[src/rtl/pueo_cmd_pkg.sv]
// Shared definitions for the PUEO command-word decoder: field positions, run commands,
// message types and the run-control state.
package pueo_cmd_pkg;

  localparam int CMD_W          = 32;
  localparam int IDLE_BIT       = 31;
  localparam int PPS_BIT        = 30;
  localparam int RSVD_HI        = 29;
  localparam int RSVD_LO        = 28;
  localparam int RUNCMD_HI      = 27;
  localparam int RUNCMD_LO      = 26;
  localparam int M1TYPE_HI      = 25;
  localparam int M1TYPE_LO      = 24;
  localparam int M1DATA_HI      = 23;
  localparam int M1DATA_LO      = 16;
  localparam int TRIG_VALID_BIT = 15;
  localparam int TRIG_W         = 15;
  localparam int FWU_W          = 8;

  typedef enum logic [1:0] {
    RUN_NOOP  = 2'd0,
    RUN_SYNC  = 2'd1,
    RUN_RESET = 2'd2,
    RUN_STOP  = 2'd3
  } runcmd_e;

  typedef enum logic [1:0] {
    M1_NOP = 2'd0,
    M1_FWU = 2'd3
  } m1type_e;

  typedef enum logic {
    STOPPED = 1'b0,
    RUNNING = 1'b1
  } run_state_e;

  typedef struct packed {
    logic              idle;
    logic              pps;
    logic [1:0]        rsvd;
    logic [1:0]        runcmd;
    logic [1:0]        m1type;
    logic [FWU_W-1:0]  m1data;
    logic              trig_valid;
    logic [TRIG_W-1:0] trig_data;
  } cmd_word_t;

  // Everything one decoded word can cause, held for exactly one cycle.
  typedef struct packed {
    logic              pps;
    logic              runsync;
    logic              runrst;
    logic              runstop;
    logic              fwu_mark;
    logic              fwu_mark_buf;
    logic              fwu_push;
    logic [FWU_W-1:0]  fwu_data;
    logic              trig_push;
    logic              trig_drop;
    logic              trig_flush;
    logic [TRIG_W-1:0] trig_data;
    logic              proto_err;
  } dec_t;

  function automatic cmd_word_t unpack_cmd(input logic [CMD_W-1:0] w);
    cmd_word_t c;
    c.idle       = w[IDLE_BIT];
    c.pps        = w[PPS_BIT];
    c.rsvd       = w[RSVD_HI:RSVD_LO];
    c.runcmd     = w[RUNCMD_HI:RUNCMD_LO];
    c.m1type     = w[M1TYPE_HI:M1TYPE_LO];
    c.m1data     = w[M1DATA_HI:M1DATA_LO];
    c.trig_valid = w[TRIG_VALID_BIT];
    c.trig_data  = w[TRIG_W-1:0];
    return c;
  endfunction

endpackage

[src/rtl/pueo_cmd_if.sv]
// AXI4-Stream outputs of the command decoder: trigger words and firmware-update bytes.
interface pueo_cmd_if;
  import pueo_cmd_pkg::*;

  logic [TRIG_W-1:0] m_trig_tdata;
  logic              m_trig_tvalid;
  logic              m_trig_tready;
  logic [FWU_W-1:0]  m_fwu_tdata;
  logic              m_fwu_tvalid;
  logic              m_fwu_tready;

  modport master (
    output m_trig_tdata, m_trig_tvalid, m_fwu_tdata, m_fwu_tvalid,
    input  m_trig_tready, m_fwu_tready
  );

  modport slave (
    input  m_trig_tdata, m_trig_tvalid, m_fwu_tdata, m_fwu_tvalid,
    output m_trig_tready, m_fwu_tready
  );
endinterface

[src/rtl/pueo_cmd_fifo.sv]
// First-word-fall-through FIFO with drop-on-full push and a synchronous flush.
// Pointers carry one extra bit so full and empty are distinguishable.
module pueo_cmd_fifo #(
  parameter int WIDTH = 8,
  parameter int DEPTH = 16
) (
  input  logic             clk,
  input  logic             rst_n,
  input  logic             flush_i,
  input  logic             push_i,
  input  logic [WIDTH-1:0] push_data_i,
  output logic             drop_o,
  output logic [WIDTH-1:0] pop_data_o,
  output logic             pop_valid_o,
  input  logic             pop_ready_i
);

  localparam int AW = $clog2(DEPTH);

  logic [AW:0]      wr_ptr_q, wr_ptr_d;
  logic [AW:0]      rd_ptr_q, rd_ptr_d;
  logic [WIDTH-1:0] mem_q [DEPTH];

  logic empty, full, pop, push_ok;

  assign empty   = (wr_ptr_q == rd_ptr_q);
  assign full    = (wr_ptr_q[AW] != rd_ptr_q[AW]) && (wr_ptr_q[AW-1:0] == rd_ptr_q[AW-1:0]);
  assign pop     = !empty && pop_ready_i;
  // A pop in the same cycle frees the slot, so a push into a full FIFO still lands.
  assign push_ok = push_i && (!full || pop);
  assign drop_o  = push_i && full && !pop && !flush_i;

  assign pop_valid_o = !empty;
  assign pop_data_o  = mem_q[rd_ptr_q[AW-1:0]];

  always_comb begin
    wr_ptr_d = wr_ptr_q;
    rd_ptr_d = rd_ptr_q;
    if (flush_i) begin
      wr_ptr_d = '0;
      rd_ptr_d = '0;
    end else begin
      if (push_ok) wr_ptr_d = wr_ptr_q + (AW+1)'(1);
      if (pop)     rd_ptr_d = rd_ptr_q + (AW+1)'(1);
    end
  end

  always_ff @(posedge clk or negedge rst_n) begin
    if (!rst_n) begin
      wr_ptr_q <= '0;
      rd_ptr_q <= '0;
    end else begin
      wr_ptr_q <= wr_ptr_d;
      rd_ptr_q <= rd_ptr_d;
    end
  end

  // NOTE: storage has no reset; the pointers alone decide which entries are meaningful.
  always_ff @(posedge clk) begin
    if (push_ok && !flush_i) mem_q[wr_ptr_q[AW-1:0]] <= push_data_i;
  end

endmodule

[src/rtl/pueo_command_decoder.sv]
// Receive side of the TURF command word: decodes message/trigger fields once per command
// phase, tracks run control, buffers triggers and FWU bytes, and counts errors/drops.
module pueo_command_decoder
  import pueo_cmd_pkg::*;
#(
  parameter int TRIG_FIFO_DEPTH = 16,
  parameter int FWU_FIFO_DEPTH  = 16,
  parameter int CNT_BITS        = 16
) (
  input  logic                sysclk_i,
  input  logic                sysclk_rstn_i,
  input  logic                sysclk_phase_i,
  input  logic [CMD_W-1:0]    command_i,
  output logic                pps_o,
  output logic                runsync_o,
  output logic                runrst_o,
  output logic                runstop_o,
  output logic                running_o,
  pueo_cmd_if.master          m_axis,
  output logic                fwu_mark_o,
  output logic                fwu_mark_buf_o,
  output logic [CNT_BITS-1:0] trig_drop_cnt_o,
  output logic [CNT_BITS-1:0] fwu_drop_cnt_o,
  output logic [CNT_BITS-1:0] proto_err_cnt_o
);

  localparam logic [CNT_BITS-1:0] CNT_MAX = '1;
  localparam logic [CNT_BITS-1:0] CNT_ONE = CNT_BITS'(1);

  cmd_word_t  w;
  logic       msg_empty;
  logic       running;
  dec_t       dec_d, dec_q;
  run_state_e state_d, state_q;

  logic [CNT_BITS-1:0] trig_drop_cnt_d, trig_drop_cnt_q;
  logic [CNT_BITS-1:0] fwu_drop_cnt_d,  fwu_drop_cnt_q;
  logic [CNT_BITS-1:0] proto_err_cnt_d, proto_err_cnt_q;

  logic trig_fifo_drop, fwu_fifo_drop;

  assign w       = unpack_cmd(command_i);
  assign running = (state_q == RUNNING);

  // A non-idle word whose bit 17 (mark request) is clear and with no other message is empty.
  assign msg_empty = !w.pps && (w.runcmd == RUN_NOOP) && (w.m1type == M1_NOP) && !w.m1data[1];

  // ---------------- decode ----------------
  // NOTE: every output of a combinational block gets a default first so no latch is inferred.
  always_comb begin
    dec_d = '0;
    if (sysclk_phase_i) begin
      if (w.idle) begin
        dec_d.proto_err = w.pps || (|w.runcmd) || (|w.m1type);
      end else begin
        dec_d.pps          = w.pps;
        dec_d.runsync      = (w.runcmd == RUN_SYNC);
        dec_d.runrst       = (w.runcmd == RUN_RESET);
        dec_d.runstop      = (w.runcmd == RUN_STOP);
        dec_d.fwu_push     = (w.m1type == M1_FWU);
        dec_d.fwu_data     = w.m1data;
        dec_d.fwu_mark     = (w.m1type == M1_NOP) && w.m1data[1];
        dec_d.fwu_mark_buf = (w.m1type == M1_NOP) && w.m1data[1] && w.m1data[0];
        dec_d.trig_flush   = (w.runcmd == RUN_RESET) && running;
        dec_d.proto_err    = (|w.rsvd) || (w.m1type == 2'd1) || (w.m1type == 2'd2) || msg_empty;
      end
      // Trigger gating sees the run state from before this word's own run command.
      dec_d.trig_push = w.trig_valid && running;
      dec_d.trig_drop = w.trig_valid && !running;
      dec_d.trig_data = w.trig_data;
    end
  end

  always_ff @(posedge sysclk_i or negedge sysclk_rstn_i) begin
    if (!sysclk_rstn_i) dec_q <= '0;
    else                dec_q <= dec_d;
  end

  // ---------------- run FSM ----------------
  // NOTE: clocked state uses non-blocking assignments so every flop samples pre-edge values.
  always_ff @(posedge sysclk_i or negedge sysclk_rstn_i) begin
    if (!sysclk_rstn_i) state_q <= STOPPED;
    else                state_q <= state_d;
  end

  always_comb begin
    state_d = state_q;
    if (sysclk_phase_i && !w.idle) begin
      case (w.runcmd)
        RUN_RESET: state_d = RUNNING;
        RUN_STOP:  state_d = STOPPED;
        default:   state_d = state_q;
      endcase
    end
  end

  always_comb begin
    running_o = (state_q == RUNNING);
  end

  // ---------------- event outputs ----------------
  assign pps_o          = dec_q.pps;
  assign runsync_o      = dec_q.runsync;
  assign runrst_o       = dec_q.runrst;
  assign runstop_o      = dec_q.runstop;
  assign fwu_mark_o     = dec_q.fwu_mark;
  assign fwu_mark_buf_o = dec_q.fwu_mark_buf;

  // ---------------- FIFOs ----------------
  logic [TRIG_W-1:0] trig_tdata;
  logic              trig_tvalid;
  logic [FWU_W-1:0]  fwu_tdata;
  logic              fwu_tvalid;

  pueo_cmd_fifo #(.WIDTH(TRIG_W), .DEPTH(TRIG_FIFO_DEPTH)) u_trig_fifo (
    .clk         (sysclk_i),
    .rst_n       (sysclk_rstn_i),
    .flush_i     (dec_q.trig_flush),
    .push_i      (dec_q.trig_push),
    .push_data_i (dec_q.trig_data),
    .drop_o      (trig_fifo_drop),
    .pop_data_o  (trig_tdata),
    .pop_valid_o (trig_tvalid),
    .pop_ready_i (m_axis.m_trig_tready)
  );

  pueo_cmd_fifo #(.WIDTH(FWU_W), .DEPTH(FWU_FIFO_DEPTH)) u_fwu_fifo (
    .clk         (sysclk_i),
    .rst_n       (sysclk_rstn_i),
    .flush_i     (1'b0),
    .push_i      (dec_q.fwu_push),
    .push_data_i (dec_q.fwu_data),
    .drop_o      (fwu_fifo_drop),
    .pop_data_o  (fwu_tdata),
    .pop_valid_o (fwu_tvalid),
    .pop_ready_i (m_axis.m_fwu_tready)
  );

  assign m_axis.m_trig_tdata  = trig_tdata;
  assign m_axis.m_trig_tvalid = trig_tvalid;
  assign m_axis.m_fwu_tdata   = fwu_tdata;
  assign m_axis.m_fwu_tvalid  = fwu_tvalid;

  // ---------------- saturating counters ----------------
  always_comb begin
    trig_drop_cnt_d = trig_drop_cnt_q;
    fwu_drop_cnt_d  = fwu_drop_cnt_q;
    proto_err_cnt_d = proto_err_cnt_q;
    if ((dec_q.trig_drop || trig_fifo_drop) && trig_drop_cnt_q != CNT_MAX)
      trig_drop_cnt_d = trig_drop_cnt_q + CNT_ONE;
    if (fwu_fifo_drop && fwu_drop_cnt_q != CNT_MAX)
      fwu_drop_cnt_d = fwu_drop_cnt_q + CNT_ONE;
    if (dec_q.proto_err && proto_err_cnt_q != CNT_MAX)
      proto_err_cnt_d = proto_err_cnt_q + CNT_ONE;
  end

  always_ff @(posedge sysclk_i or negedge sysclk_rstn_i) begin
    if (!sysclk_rstn_i) begin
      trig_drop_cnt_q <= '0;
      fwu_drop_cnt_q  <= '0;
      proto_err_cnt_q <= '0;
    end else begin
      trig_drop_cnt_q <= trig_drop_cnt_d;
      fwu_drop_cnt_q  <= fwu_drop_cnt_d;
      proto_err_cnt_q <= proto_err_cnt_d;
    end
  end

  assign trig_drop_cnt_o = trig_drop_cnt_q;
  assign fwu_drop_cnt_o  = fwu_drop_cnt_q;
  assign proto_err_cnt_o = proto_err_cnt_q;

endmodule

[src/flat_wrapper.sv]
// flat-port wrapper written by rule: the top's interface ports become plain ports
module pueo_command_decoder_flat import pueo_cmd_pkg::*;
#(
  parameter int TRIG_FIFO_DEPTH = 16,
  parameter int FWU_FIFO_DEPTH  = 16,
  parameter int CNT_BITS        = 16
)
  (sysclk_i, sysclk_rstn_i, sysclk_phase_i, command_i, pps_o, runsync_o, runrst_o, runstop_o, running_o, fwu_mark_o, fwu_mark_buf_o, trig_drop_cnt_o, fwu_drop_cnt_o, proto_err_cnt_o, m_axis_m_trig_tdata, m_axis_m_trig_tvalid, m_axis_m_fwu_tdata, m_axis_m_fwu_tvalid, m_axis_m_trig_tready, m_axis_m_fwu_tready);
  pueo_cmd_if m_axis_i ();
  input  logic sysclk_i;
  input  logic sysclk_rstn_i;
  input  logic sysclk_phase_i;
  input  logic [CMD_W-1:0] command_i;
  output logic pps_o;
  output logic runsync_o;
  output logic runrst_o;
  output logic runstop_o;
  output logic running_o;
  output logic fwu_mark_o;
  output logic fwu_mark_buf_o;
  output logic [CNT_BITS-1:0] trig_drop_cnt_o;
  output logic [CNT_BITS-1:0] fwu_drop_cnt_o;
  output logic [CNT_BITS-1:0] proto_err_cnt_o;
  output wire logic [$bits(m_axis_i.m_trig_tdata)-1:0] m_axis_m_trig_tdata;
  output wire logic [$bits(m_axis_i.m_trig_tvalid)-1:0] m_axis_m_trig_tvalid;
  output wire logic [$bits(m_axis_i.m_fwu_tdata)-1:0] m_axis_m_fwu_tdata;
  output wire logic [$bits(m_axis_i.m_fwu_tvalid)-1:0] m_axis_m_fwu_tvalid;
  input wire logic [$bits(m_axis_i.m_trig_tready)-1:0] m_axis_m_trig_tready;
  input wire logic [$bits(m_axis_i.m_fwu_tready)-1:0] m_axis_m_fwu_tready;
  assign m_axis_m_trig_tdata = m_axis_i.m_trig_tdata;
  assign m_axis_m_trig_tvalid = m_axis_i.m_trig_tvalid;
  assign m_axis_m_fwu_tdata = m_axis_i.m_fwu_tdata;
  assign m_axis_m_fwu_tvalid = m_axis_i.m_fwu_tvalid;
  assign m_axis_i.m_trig_tready = m_axis_m_trig_tready;
  assign m_axis_i.m_fwu_tready = m_axis_m_fwu_tready;
  pueo_command_decoder #(.TRIG_FIFO_DEPTH(TRIG_FIFO_DEPTH), .FWU_FIFO_DEPTH(FWU_FIFO_DEPTH), .CNT_BITS(CNT_BITS)) u_core (.sysclk_i(sysclk_i), .sysclk_rstn_i(sysclk_rstn_i), .sysclk_phase_i(sysclk_phase_i), .command_i(command_i), .pps_o(pps_o), .runsync_o(runsync_o), .runrst_o(runrst_o), .runstop_o(runstop_o), .running_o(running_o), .m_axis(m_axis_i), .fwu_mark_o(fwu_mark_o), .fwu_mark_buf_o(fwu_mark_buf_o), .trig_drop_cnt_o(trig_drop_cnt_o), .fwu_drop_cnt_o(fwu_drop_cnt_o), .proto_err_cnt_o(proto_err_cnt_o));
endmodule
[config.mk]
export PLATFORM = sky130hd
export DESIGN_NAME = pueo_command_decoder_flat
export DESIGN_NICKNAME = d
export VERILOG_FILES = /design/src/rtl/pueo_cmd_pkg.sv /design/src/rtl/pueo_cmd_if.sv /design/src/rtl/pueo_cmd_fifo.sv /design/src/rtl/pueo_command_decoder.sv /design/src/flat_wrapper.sv
export SDC_FILE = /design/constraint.sdc
export NUM_CORES = 1
export LEC_CHECK = 0
export BUFFER_PORTS_ARGS = -buffer_cell sky130_fd_sc_hd__buf_2
export CAP_MARGIN = 25
export CORE_ASPECT_RATIO = 0.9
export CORE_MARGIN = 5
export CORE_UTILIZATION = 35
export DETAILED_ROUTE_END_ITERATION = 10
export PLACE_DENSITY = 0.52
export SLEW_MARGIN = 10
export SYNTH_ARGS = -nofsm -noshare
export SYNTH_HDL_FRONTEND = slang
export SYNTH_SLANG_ARGS = --single-unit
export TNS_END_PERCENT = 30
[constraint.sdc]
create_clock -name sysclk_i -period 9 [get_ports sysclk_i]
set_clock_uncertainty 0.1 [all_clocks]
set_input_delay 0 -clock sysclk_i [delete_from_list [all_inputs] [get_ports sysclk_i]]
set_output_delay 0 -clock sysclk_i [all_outputs]
set_load 0.05 [all_outputs]
; ---- Word level (Yosys, flattened, before mapping)
; Memory sizes are Yosys's and may differ from the RTL's.
; Index checks and enable logic that the tools add are counted.
[op_classes]
reduce_logical = 52
add_sub_neg = 7
muxes = 13
eq_ne = 15
[op_table]
columns = operator, count
row1 = $add 16x1->16 const B, 3
row2 = $ne 16x16->1 const B, 3
row3 = $mux 34, 1
row4 = $logic_and 1x1->1, 24
row5 = $add 5x1->5 const B, 4
row6 = $mux 5, 4
row7 = $mux 15, 1
row8 = $logic_not 1->1, 11
row9 = $eq 5x5->1, 2
row10 = $eq 2x2->1 const B, 4
row11 = $eq 4x4->1, 2
row12 = $logic_or 1x1->1, 8
row13 = $mux 1, 6
row14 = $reduce_bool 2->1, 3
row15 = $reduce_or 2->1, 3
row16 = $eq 2x1->1 const B, 2
row17 = $logic_not 2->1, 2
row18 = $ne 1x1->1, 2
row19 = $pmux 1 s2, 1
row20 = $reduce_and 2->1, 1
[word_totals]
memories = 2
ram_bits = 368
register_bits = 103
elab_cells = 110
out_inout_bits = 80
input_bits = 37
[mem_list]
columns = memory, depth, word_bits, rd, rd_ports_with_merged_regs, write_ports, line
row1 = u_core.u_trig_fifo.mem_q, 16, 15, 1, 0, 1, pueo_cmd_fifo.sv:22  ; logic [WIDTH-1:0] mem_q [DEPTH];
row2 = u_core.u_fwu_fifo.mem_q, 16, 8, 1, 0, 1, pueo_cmd_fifo.sv:22

; ---- Longest topological paths before layout
; Gate-level depths: netlist (run 1).
[logic_depth]
ltp_word = 8
mapped_depth = 7
mapped_depth_nobuf = 6

; ---- By module
; A second synthesis (run 1) with hierarchy kept.
[hier_totals]
hier_cells = 1015
hier_area_um2 = 19145.9
[by_module_without_submodules]
columns = mod, cells_per_inst, area_per_inst_um2, seq_area_each_um2, n_inst
row1 = pueo_cmd_fifo at u_core.u_trig_fifo, 430, 9829.4, 7457.2, 1
row2 = pueo_cmd_fifo at u_core.u_fwu_fifo, 284, 5764.3, 4093.9, 1
row3 = pueo_command_decoder, 301, 3552.2, 2077.0, 1

; ---- Worst setup path after synthesis (run 1)
; OpenSTA, ideal clock, no wires.
[synth_path]
kind = register to register
start = register u_core.u_trig_fifo.rd_ptr_q[0]
end = memory u_core.u_trig_fifo.mem_q[0][0] in the netlist's numbering (enable)
path_stages_with_launch = 7
setup_time_ns = 0.426
slack_ns = 5.784
arrival_ns = 2.690
synth_period_minus_slack_ns = 3.216
path_cell_list = dfrtp_1 buf_4 xnor2_2 nand4_2 o21ai_0 buf_2 nor4_1
[synth_via]
elab_chain_len = 8
word_cells_on_any_way = 11
[synth_lines]
columns = item, line
row1 = start: declaration, pueo_cmd_fifo.sv:21  ; logic [AW:0] rd_ptr_q, rd_ptr_d;
row2 = start signal: assignment, pueo_cmd_fifo.sv:54  ; rd_ptr_q <= rd_ptr_d;
row3 = $eq 5x5->1 / $eq 4x4->1 (equally long branches), "pueo_cmd_fifo.sv:26, pueo_cmd_fifo.sv:27"
row4 = $logic_not 1->1 / $logic_and 1x1->1 (equally long branches), "pueo_cmd_fifo.sv:28, pueo_cmd_fifo.sv:27"
row5 = $logic_and 1x1->1 / $logic_not 1->1 (equally long branches), "pueo_cmd_fifo.sv:28, pueo_cmd_fifo.sv:30"
row6 = $logic_or 1x1->1 *, pueo_cmd_fifo.sv:30  ; assign push_ok = push_i && (!full || pop);
row7 = $logic_and 1x1->1 *, pueo_cmd_fifo.sv:30
row8 = $logic_and 1x1->1 *, pueo_cmd_fifo.sv:60  ; if (push_ok && !flush_i) mem_q[wr_ptr_q[AW-1:0]] <= push_data_i;
row9 = $mux 1 *, pueo_cmd_fifo.sv:60
row10 = $mux 1 (not written as such) *, pueo_cmd_fifo.sv:60
row11 = end: declaration, pueo_cmd_fifo.sv:22
; Every way passes the cells marked *; elsewhere a longest branch is shown, timed or not.

; ---- Worst setup path in the final report (run 1)
[layout_path]
start = register u_core.u_trig_fifo.rd_ptr_q[0]
end = output port m_axis_m_trig_tdata[0]
[layout_via]
elab_chain_len = 1
[layout_lines]
columns = item, line
row1 = $mem_v2 16x15, n/a
row2 = end: declaration, flat_wrapper.sv:24  ; output wire logic [$bits(m_axis_i.m_trig_tdata)-1:0] m_axis_m_trig_tdata;
; No other way between the ends.

==> results.tsv, run 1 <==
metric	value	unit
mean area per synthesized cell	18.71	µm²
min Tclk post-route	3.609	ns
dpl cells	1800	
Post-CTS Setup Bufs	0	
Post-synth EDFFs	368	
pre-CTS WS	5.739	ns
Final Hold Violating Endpoints	0	
share of flip-flops with an asynchronous set or reset	21.87	%
Syn Inst Count	1008	
first-pass GRT wire length	65700	µm
delay-heaviest family, CP	flip-flops	
Peak VDD IR	0.0001682	V
H-tree depth	2	
CP peak stage delay	0.93	ns
cell at the slowest stage of the critical path	dfrtp_4	
GP Congestion	0.7519	
Setup TNS	0	ns
ANT nets after route	0	
Via Count	9625	
P_leak	8.307	nW
initial antenna violation count	2	
sequential area share after synthesis	72.25	%
required time worst endpoint	8.90	ns
reg-to-reg slack, setup	5.86	ns
cell taking the most area after synthesis	edfxtp_1	
drt drc	0	
crit path cell chain	buf_4 -> mux4_2 -> nor2b_1 -> a211oi_1 -> a21oi_1 -> buf_2	
Design Power	6.548	mW
final WL	42570	µm
RSZ-0062 raised after global routing	no	
CTS buffer count	51	
Area Overhead vs Synth	19.77	%
Tightest Pin Transition	0.9471	ns
clock insertion delay at the later pin of the skew report	0.59	ns
f_max	277.1	MHz
vias in the first global route	10380	
Crit Path Class	flip-flop to primary output	
Total Routing Usage GR	14.64	%
height of the die	230.2	µm
share of cells above drive strength 1	27.81	%
CP Max Fanout	38	
DP HPWL	25520	µm
Core Area	53150	µm²
num rows	80	
Post-Syn Area	18860	µm²
CTS Buffer Depth	3	
final setup vio count	0	
CTS root buf	clkbuf_16	
Final Non-Filler Cells	1960	
Seq cells post-synth	471	
WL/cell	21.72	µm
number of DRC markers in iteration 0	407	
Synth Flop Type	edfxtp_1	
DIE AREA	58640	µm²
Max transition margin	36.33	%
initial core utilization	35.49	%
maxcap violations	0	
hold_ws	0.07735	ns
DR vias/cell	4.911	
Yosys top cell area share	58.58	%
CP Capture Type	primary output	
type of the tightest min-delay check	input port to flip-flop	
final net count	1269	
port bufs	116	
period utilization	40.10	%
status	completed	
Reg clk slew, reported paths	0.06	ns
crit start category	flip-flop	
fillers	4714	
Mapped Nets	1058	
PD cells	289.8	nW/µm²
TritonRoute pass-1 iters	4	
commonest non-fill, non-tap cell in the layout	edfxtp_1	
Die Width	254.7	µm
Clock Sink Count	471	
critical path data arrival time	3.51	ns
io pins	117	
largest cells by area after synthesis	edfxtp_1, dfrtp_1, mux4_2	
Yosys warnings	0	
WP buf/inv	2	
max-slew violation count	0	
most frequent cells in the layout	edfxtp_1, buf_2, mux4_2, dfrtp_1, dlygate4sd3_1	
grt total ovfl	0	
setup slack after layout	5.391	ns
Yosys cell types	52	
largest net degree at the start of global routing	64	
CTS tree	done	
metrics by stage:
stage / util (%) / instance area [µm²]
global placement: 38.28 / 20340
global route: 42.50 / 22590
finish: 42.50 / 22590
detailed placement: 38.28 / 20340
floorplan: - / 18860
CTS: 42.49 / 22580
synth_stat cells (all sizes together), types with 16 or more instances:
| library cell | number |
|---|---|
| and2 | 28 |
| edfxtp | 368 |
| xor2 | 36 |
| nor3 | 16 |
| buf | 23 |
| nor2b | 20 |
| and3 | 33 |
| nor2 | 30 |
| xnor2 | 26 |
| dfrtp | 103 |
| clkbuf | 24 |
| a21oi | 18 |
| nand4 | 19 |
| nand2 | 26 |
| mux4 | 100 |
| mux2i | 17 |
flip-flops by register name, summed over array words and instances (netlist names):
name                         cells
u_core.runrst_o                  1
u_core.running_o                 1
u_core.fwu_mark_buf_o            1
u_core.u_fwu_fifo.mem_q        128
u_core.dec_q                    28
u_core.runsync_o                 1
u_core.u_fwu_fifo.wr_ptr_q       5
u_core.pps_o                     1
u_core.u_trig_fifo.wr_ptr_q      5
u_core.u_trig_fifo.rd_ptr_q      5
u_core.fwu_drop_cnt_o           16
u_core.u_trig_fifo.mem_q       240
u_core.proto_err_cnt_o          16
u_core.runstop_o                 1
u_core.fwu_mark_o                1
u_core.u_fwu_fifo.rd_ptr_q       5
u_core.trig_drop_cnt_o          16
where the power goes:
part,total (mW),internal [mW],switching (mW)
logic,1.91,0.743,1.17
registers,2.65,2.45,0.202
clock network,1.98,1.14,0.840
total,6.55,4.34,2.21
layout make-up:
cell class / count / area, µm² / area share (%)
clock inverters: 17 / 150.1 / 0.6646
repair buffers: 205 / 1421 / 6.292
clock buffers: 79 / 1451 / 6.424
inverters: 9 / 33.78 / 0.1495
flip-flops and latches: 471 / 13640 / 60.36
diodes: 1 / 2.502 / 0.01108
well taps: 697 / 872.1 / 3.860
multi-input cells: 481 / 5025 / 22.24
routing by layer:
| metal | wire length [µm] | GRT usage [%] | vias to the layer above |
|---|---|---|---|
| met2 | 20980 | 24.14 | 175 |
| met3 | 2023 | 2.972 | 58 |
| met5 | 7 | 0 | - |
| met4 | 831 | 3.638 | 2 |
| met1 | 18730 | 20.06 | 4967 |
| li1 | - | - | 4423 |
repair_timing:
item	4_1_cts	5_1_grt
hold endpoints to repair	108	0
hold buffers	62	0
resized for setup	0	0
path summary, 6_finish.rpt:
check / start / to / cells past startpoint
setup / recovery: u_core.u_trig_fifo.rd_ptr_q[0] / m_axis_m_trig_tdata[0] / 6
hold / removal: command_i[16] / u_core.fwu_mark_buf_o / 3
setup reg to reg: u_core.u_trig_fifo.rd_ptr_q[0] / u_core.u_trig_fifo.mem_q[0][1] / 6
hold reg to reg: u_core.u_fwu_fifo.wr_ptr_q[4] / u_core.u_fwu_fifo.wr_ptr_q[4] / 1
max in group asynchronous: sysclk_rstn_i / u_core.u_trig_fifo.rd_ptr_q[0] / 4
min in group asynchronous: sysclk_rstn_i / u_core.fwu_drop_cnt_o[13] / 4
worst reg2reg max path: stages, from the launching register on:
cell and delay [ns]:
dfrtp_4 0.93, xnor2_2 0.12, nand4_2 0.24, o21ai_1 0.11, buf_4 0.20, nor4_2 0.80, buf_4 0.34
logic make-up after synthesis:
| logic type | count (synthesis) | synth area share (%) |
|---|---|---|
| compound gates | 59 | 2.129 |
| xor+xnor | 62 | 2.958 |
| fa+ha+maj | 13 | 0.8623 |
| buf+inv | 56 | 1.393 |
| flops | 471 | 72.25 |
| mux | 127 | 13.44 |
| simple gates | 220 | 6.971 |
Power figures use the tool's default switching activity.
==> inputs of run 2 (changes only) <==
==> constraint.sdc (replaced) <==
create_clock -name sysclk_i -period 3.6 [get_ports sysclk_i]
set_clock_uncertainty 0.1 [all_clocks]
set_input_delay 0 -clock sysclk_i [delete_from_list [all_inputs] [get_ports sysclk_i]]
set_output_delay 0 -clock sysclk_i [all_outputs]
set_load 0.05 [all_outputs]
==> results.tsv, run 2 (same netlist as run 1, synthesis figures left out) <==
metric	value	unit	change
status	completed		
CTS buffer count	51		unchanged
CTS tree	done		
PD cells	729.4	nW/µm²	+150%
cell at the slowest stage of the critical path	mux4_2		
number of DRC markers in iteration 0	568		+40%
net switching fraction of the power	33.75	%	about the same
Crit Path Class	flip-flop to primary output		
Largest register FFs	240		unchanged
min Tclk post-route	3.244	ns	
required time worst endpoint	3.50	ns	-5.40 ns
Psw	5.592	mW	+150%
crit start category	flip-flop		
first-pass GRT wire length	63870	µm	-2.8%
commonest non-fill, non-tap cell in the layout	edfxtp_1		
port bufs	116		unchanged
TritonRoute pass-1 iters	5		+1
DR vias/cell	4.946		+0.71%
vias in the first global route	10390		+0.077%
delay-heaviest family, CP	buffers and inverters		
Core Area	53150	µm²	unchanged
dpl cells	1806		+0.33%
CTS root buf	clkbuf_16		
Area Overhead vs Synth	20.42	%	
placed cell area	20400	µm²	+0.28%
max-slew violation count	0		unchanged
RSZ-0062 raised after global routing	no		
num rows	80		unchanged
hold_buf cts	67		+8.1%
Peak VDD IR	0.0003763	V	+120%
Max transition margin	40.12	%	+3.8 points
Die Width	254.7	µm	unchanged
Clock power frac	30.8	%	+0.5 points
fin util	42.74	%	+0.23 points
worst setup path start	u_core.u_trig_fifo.rd_ptr_q[0]		
P_leak	8.361	nW	+0.65%
Final Hold Violating Endpoints	0		unchanged
most frequent cells in the layout	edfxtp_1, buf_2, mux4_2, dfrtp_1, dlygate4sd3_1		
Tightest Pin Transition	0.8983	ns	-0.04884 ns
Gate power share	30.3	%	+1.1 points
DIE AREA	58640	µm²	unchanged
WP buf/inv	2		unchanged
GP Congestion	0.7571		+0.69%
clock insertion delay at the later pin of the skew report	0.60	ns	about the same
Setup TNS	0	ns	unchanged
Post-CTS Setup Bufs	0		unchanged
f_max	308.2	MHz	
largest net degree at the start of global routing	104		+63%
initial antenna violation count	1		-1
Sequential Power Share	38.9	%	-1.6 points
hold path start	command_i[16]		
H-tree depth	2		unchanged
height of the die	230.2	µm	unchanged
CP peak stage delay	0.58	ns	-0.35 ns
Final Non-Filler Cells	1966		+0.31%
final WL	41090	µm	-3.5%
initial core utilization	35.49	%	unchanged
grt total ovfl	0		unchanged
final net count	1279		+0.79%
share of cells above drive strength 1	27.50	%	-0.31 points
period utilization	90.12	%	
maxcap violations	0		unchanged
design area	22710	µm²	+0.54%
cell-internal power	10.98	mW	+150%
type of the tightest min-delay check	input port to flip-flop		
Via Count	9723		+1.0%
diode count	0		-1
Reg clk slew, reported paths	0.06	ns	about the same
critical path data arrival time	3.14	ns	-0.37 ns
fillers	4684		-0.64%
# resized after CTS	0		unchanged
io pins	117		unchanged
FF-to-FF Start	u_core.u_trig_fifo.wr_ptr_q[2]		
drt drc	0		unchanged
ANT nets after route	0		unchanged
WL/cell	20.90	µm	-3.8%
crit path cell chain	buf_4 -> mux4_2 -> nor2b_1 -> a211oi_1 -> a21oi_1 -> buf_2		
CTS Buffer Depth	3		unchanged
Clock Sink Count	471		unchanged
DP HPWL	24910	µm	-2.4%
CP Capture Type	primary output		
CP Max Fanout	27		-29%
final setup vio count	0		unchanged
Total Routing Usage GR	14.06	%	-0.58 points
-- run 2: changes by cell type in the layout (fill, tap and decap cells not counted), sizes merged --
| cell | previous run | this run |
|---|---|---|
| buf | 143 | 148 |
| bufinv | 1 | 4 |
| clkbuf | 80 | 70 |
| clkinv | 13 | 16 |
| diode | 1 | 0 |
| dlygate4sd3 | 61 | 67 |
-- run 2: per-stage QoR --
| step | worst slack [ns] | hold WS, ns | power, mW |
|---|---|---|---|
| after floorplan | 0.3840 | -0.3956 | 10.34 |
| after global placement | 0.9761 | 0.03467 | 11.59 |
| after detailed placement | 0.9047 | 0.03507 | 11.62 |
| after CTS | 0.3159 | 0.05726 | 16.84 |
| after global routing | 0.1808 | 0.08801 | 17.39 |
| final | 0.3555 | 0.09892 | 16.57 |
-- run 2: tightest hold or removal path, stage by stage --
cell and delay (ns):
dlygate4sd3_1 0.52, buf_2 0.11, and2_1 0.13
-- run 2: layer usage --
layer / vias up / share of wire, % / global-route usage (%)
li1: 4444 / - / -
met5: - / 0 / 0
met3: 53 / 4.4 / 2.734
met1: 5027 / 46 / 20.09
met2: 199 / 47 / 22.26
met4: 0 / 1.9 / 3.688
-- run 2: power by group through the flow --
stage | registers [mW] | logic (mW) | clock network, mW
finish | 6.44 | 5.03 | 5.10
global route | 6.48 | 5.40 | 5.51
CTS | 6.44 | 5.13 | 5.27
detailed placement | 6.55 | 5.07 | 0
global placement | 6.54 | 5.05 | 0
floorplan | 6.65 | 3.69 | 0
-- run 2: cell type report --
| class | instances | area, µm² | area share [%] |
|---|---|---|---|
| Clock buffer | 70 | 1368 | 6.021 |
| Clock inverter | 23 | 274.0 | 1.206 |
| Inverter | 9 | 33.78 | 0.1487 |
| Multi-Input combinational cell | 481 | 5025 | 22.12 |
| Sequential cell | 471 | 13640 | 60.03 |
| Tap cell | 697 | 872.1 | 3.839 |
| Timing Repair Buffer | 215 | 1506 | 6.632 |
-- run 2: path summary, 6_finish.rpt --
check	endpoint	slack (ns)	cells after the start
max	m_axis_m_trig_tdata[0]	0.36	6
min	u_core.fwu_mark_buf_o	0.1	3
max reg2reg	u_core.u_trig_fifo.mem_q[8][0]	0.85	7
min reg2reg	u_core.u_fwu_fifo.wr_ptr_q[4]	0.39	1
max in group asynchronous	u_core.u_fwu_fifo.rd_ptr_q[0]	2.43	4
min in group asynchronous	u_core.fwu_drop_cnt_o[12]	0.51	4
==> inputs of run 3 (changes only) <==
--- a/config.mk
+++ b/config.mk
@@ -7,11 +7,13 @@
 export LEC_CHECK = 0
 export BUFFER_PORTS_ARGS = -buffer_cell sky130_fd_sc_hd__buf_2
 export CAP_MARGIN = 25
+export CELL_PAD_IN_SITES_DETAIL_PLACEMENT = 1
+export CELL_PAD_IN_SITES_GLOBAL_PLACEMENT = 1
 export CORE_ASPECT_RATIO = 0.9
 export CORE_MARGIN = 5
 export CORE_UTILIZATION = 35
 export DETAILED_ROUTE_END_ITERATION = 10
-export PLACE_DENSITY = 0.52
+export PLACE_DENSITY = 0.58
 export SLEW_MARGIN = 10
 export SYNTH_ARGS = -nofsm -noshare
 export SYNTH_HDL_FRONTEND = slang
==> results.tsv, run 3 (same netlist as run 1, synthesis figures left out) <==
metric	value	unit	change
status	completed		
fillers	5116		+9.2%
DIE AREA	58640	µm²	unchanged
TritonRoute pass-1 iters	5		unchanged
drt drc	0		unchanged
WL/cell	21.22	µm	+1.5%
H-tree depth	2		unchanged
first-pass GRT wire length	65240	µm	+2.1%
CTS buffer count	50		-2.0%
crit path cell chain	buf_4 -> mux4_2 -> a211oi_1 -> a21oi_1 -> buf_2		
pre-CTS WS	0.8997	ns	-0.004919 ns
crit start category	flip-flop		
height of the die	230.2	µm	unchanged
most frequent cells in the layout	edfxtp_1, buf_2, mux4_2, dfrtp_1, dlygate4sd3_1		
share of cells above drive strength 1	27.60	%	+0.10 points
initial antenna violation count	1		unchanged
Reg clk slew, reported paths	0.06	ns	about the same
CTS Buffer Depth	3		unchanged
hold depth	3		unchanged
PD cells	721.2	nW/µm²	-1.1%
GP Congestion	0.7328		-3.2%
diode count	0		unchanged
Post-CTS Setup Bufs	0		unchanged
RSZ-0062 raised after global routing	no		
Crit Path Class	flip-flop to primary output		
final net count	1277		-0.16%
Psw	5.504	mW	-1.6%
Die Width	254.7	µm	unchanged
Core Area	53150	µm²	unchanged
Via Count	9728		+0.051%
num rows	80		unchanged
Max transition margin	40.01	%	-0.11 points
Final Hold Violating Endpoints	0		unchanged
Largest register FFs	240		unchanged
CP Max Fanout	35		+30%
R2R cell count	7		unchanged
Tightest Pin Transition	0.8999	ns	+0.001616 ns
sequential cell area	13640	µm²	unchanged
final setup vio count	0		unchanged
DP HPWL	26190	µm	+5.1%
cell at the slowest stage of the critical path	buf_4		
critical path data arrival time	2.95	ns	-0.19 ns
net switching fraction of the power	33.71	%	-0.045 points
Clock power frac	29.8	%	-1.0 points
cell-internal power	10.83	mW	-1.4%
type of the tightest min-delay check	input port to flip-flop		
Peak VDD IR	0.0004468	V	+19%
Gate power share	30.6	%	+0.3 points
P_leak	8.336	nW	-0.30%
CP Capture Type	primary output		
Design Power	16.33	mW	-1.4%
max-slew violation count	0		unchanged
min Tclk post-route	3.051	ns	-0.1937 ns
CTS root buf	clkbuf_16		
final WL	41690	µm	+1.5%
port bufs	116		unchanged
maxcap violations	0		unchanged
commonest non-fill, non-tap cell in the layout	edfxtp_1		
DR vias/cell	4.951		+0.10%
CTS tree	done		
io pins	117		unchanged
number of DRC markers in iteration 0	445		-22%
Multi-input gate area	5025	µm²	unchanged
setup slack after layout	0.5493	ns	+0.1937 ns
clock insertion delay at the later pin of the skew report	0.59	ns	about the same
Sequential Power Share	39.6	%	+0.7 points
ANT nets after route	0		unchanged
reg-to-reg slack, setup	0.92	ns	+0.07 ns
largest net degree at the start of global routing	64		-38%
Total Routing Usage GR	14.38	%	+0.33 points
initial core utilization	35.49	%	unchanged
Area Overhead vs Synth	20.03	%	
grt total ovfl	0		unchanged
Setup TNS	0	ns	unchanged
CP peak stage delay	0.58	ns	about the same
required time worst endpoint	3.50	ns	about the same
period utilization	84.74	%	-5.4 points
vias in the first global route	10730		+3.3%
Clock Sink Count	471		unchanged
f_max	327.8	MHz	+6.4%
## run 3: cell count changes in the layout (fill, tap and decap cells not counted), sizes merged
cell,before,now
buf,148,149
bufinv,4,0
clkbuf,70,87
clkinv,16,5
clkinvlp,1,0
dlygate4sd3,67,65
inv,11,10
## run 3: layer usage
metal / global-route usage [%] / vias to the layer above / wire length [µm]
li1: - / 4422 / -
met2: 24.11 / 145 / 20830
met4: 3.555 / 0 / 704
met3: 2.531 / 49 / 1523
met5: 0 / - / 0
met1: 19.63 / 5112 / 18630
## run 3: layout make-up
cell class / instances / area share (%)
Multi-Input combinational cell: 481 / 22.19
Clock inverter: 6 / 0.2597
Clock buffer: 87 / 6.582
Tap cell: 697 / 3.852
Timing Repair Buffer: 214 / 6.742
Sequential cell: 471 / 60.22
Inverter: 9 / 0.1492
## run 3: power by group through the flow
stage          logic (mW)  registers, mW  clock network, mW
6_report             5.00           6.47               4.86
5_1_grt              5.37           6.52               5.26
3_3_place_gp         5.02           6.57                  0
2_1_floorplan        3.69           6.65                  0
4_1_cts              5.12           6.48               5.03
3_5_place_dp         5.05           6.59                  0
## run 3: final timing paths
check | startpoint | to
max reg2reg | u_core.u_trig_fifo.wr_ptr_q[2] | u_core.u_trig_fifo.mem_q[8][6]
min in group asynchronous | sysclk_rstn_i | u_core.dec_q[23]
min reg2reg | u_core.proto_err_cnt_o[6] | u_core.proto_err_cnt_o[6]
max in group asynchronous | sysclk_rstn_i | u_core.u_trig_fifo.rd_ptr_q[0]
max | u_core.u_trig_fifo.rd_ptr_q[0] | m_axis_m_trig_tdata[9]
min | command_i[16] | u_core.fwu_mark_buf_o
## run 3: stage by stage
step / instance area, µm² / utilization (%) / hold WS [ns] / std cells
after global routing: 22640 / 42.60 / 0.08856 / 1965
after global placement: 20410 / 38.41 / -0.02592 / 1806
after CTS: 22640 / 42.60 / 0.05539 / 1965
after detailed placement: 20410 / 38.41 / -0.02746 / 1806
final: 22640 / 42.60 / 0.08648 / 1965
after floorplan: 18860 / - / -0.3956 / 1008
## run 3: critical path: cells and delay by family, from the launching register on
family | cells | cell delay [ns]
compound gates | 2 | 0.51
buf+inv | 2 | 0.82
flops | 1 | 0.45
mux | 1 | 0.58
## run 3: repair_timing
action                                  CTS  global route
gates resized for setup                   0             0
hold buffers                             66             0
endpoints found under the setup margin    0             0
endpoints found under the hold margin   162             0
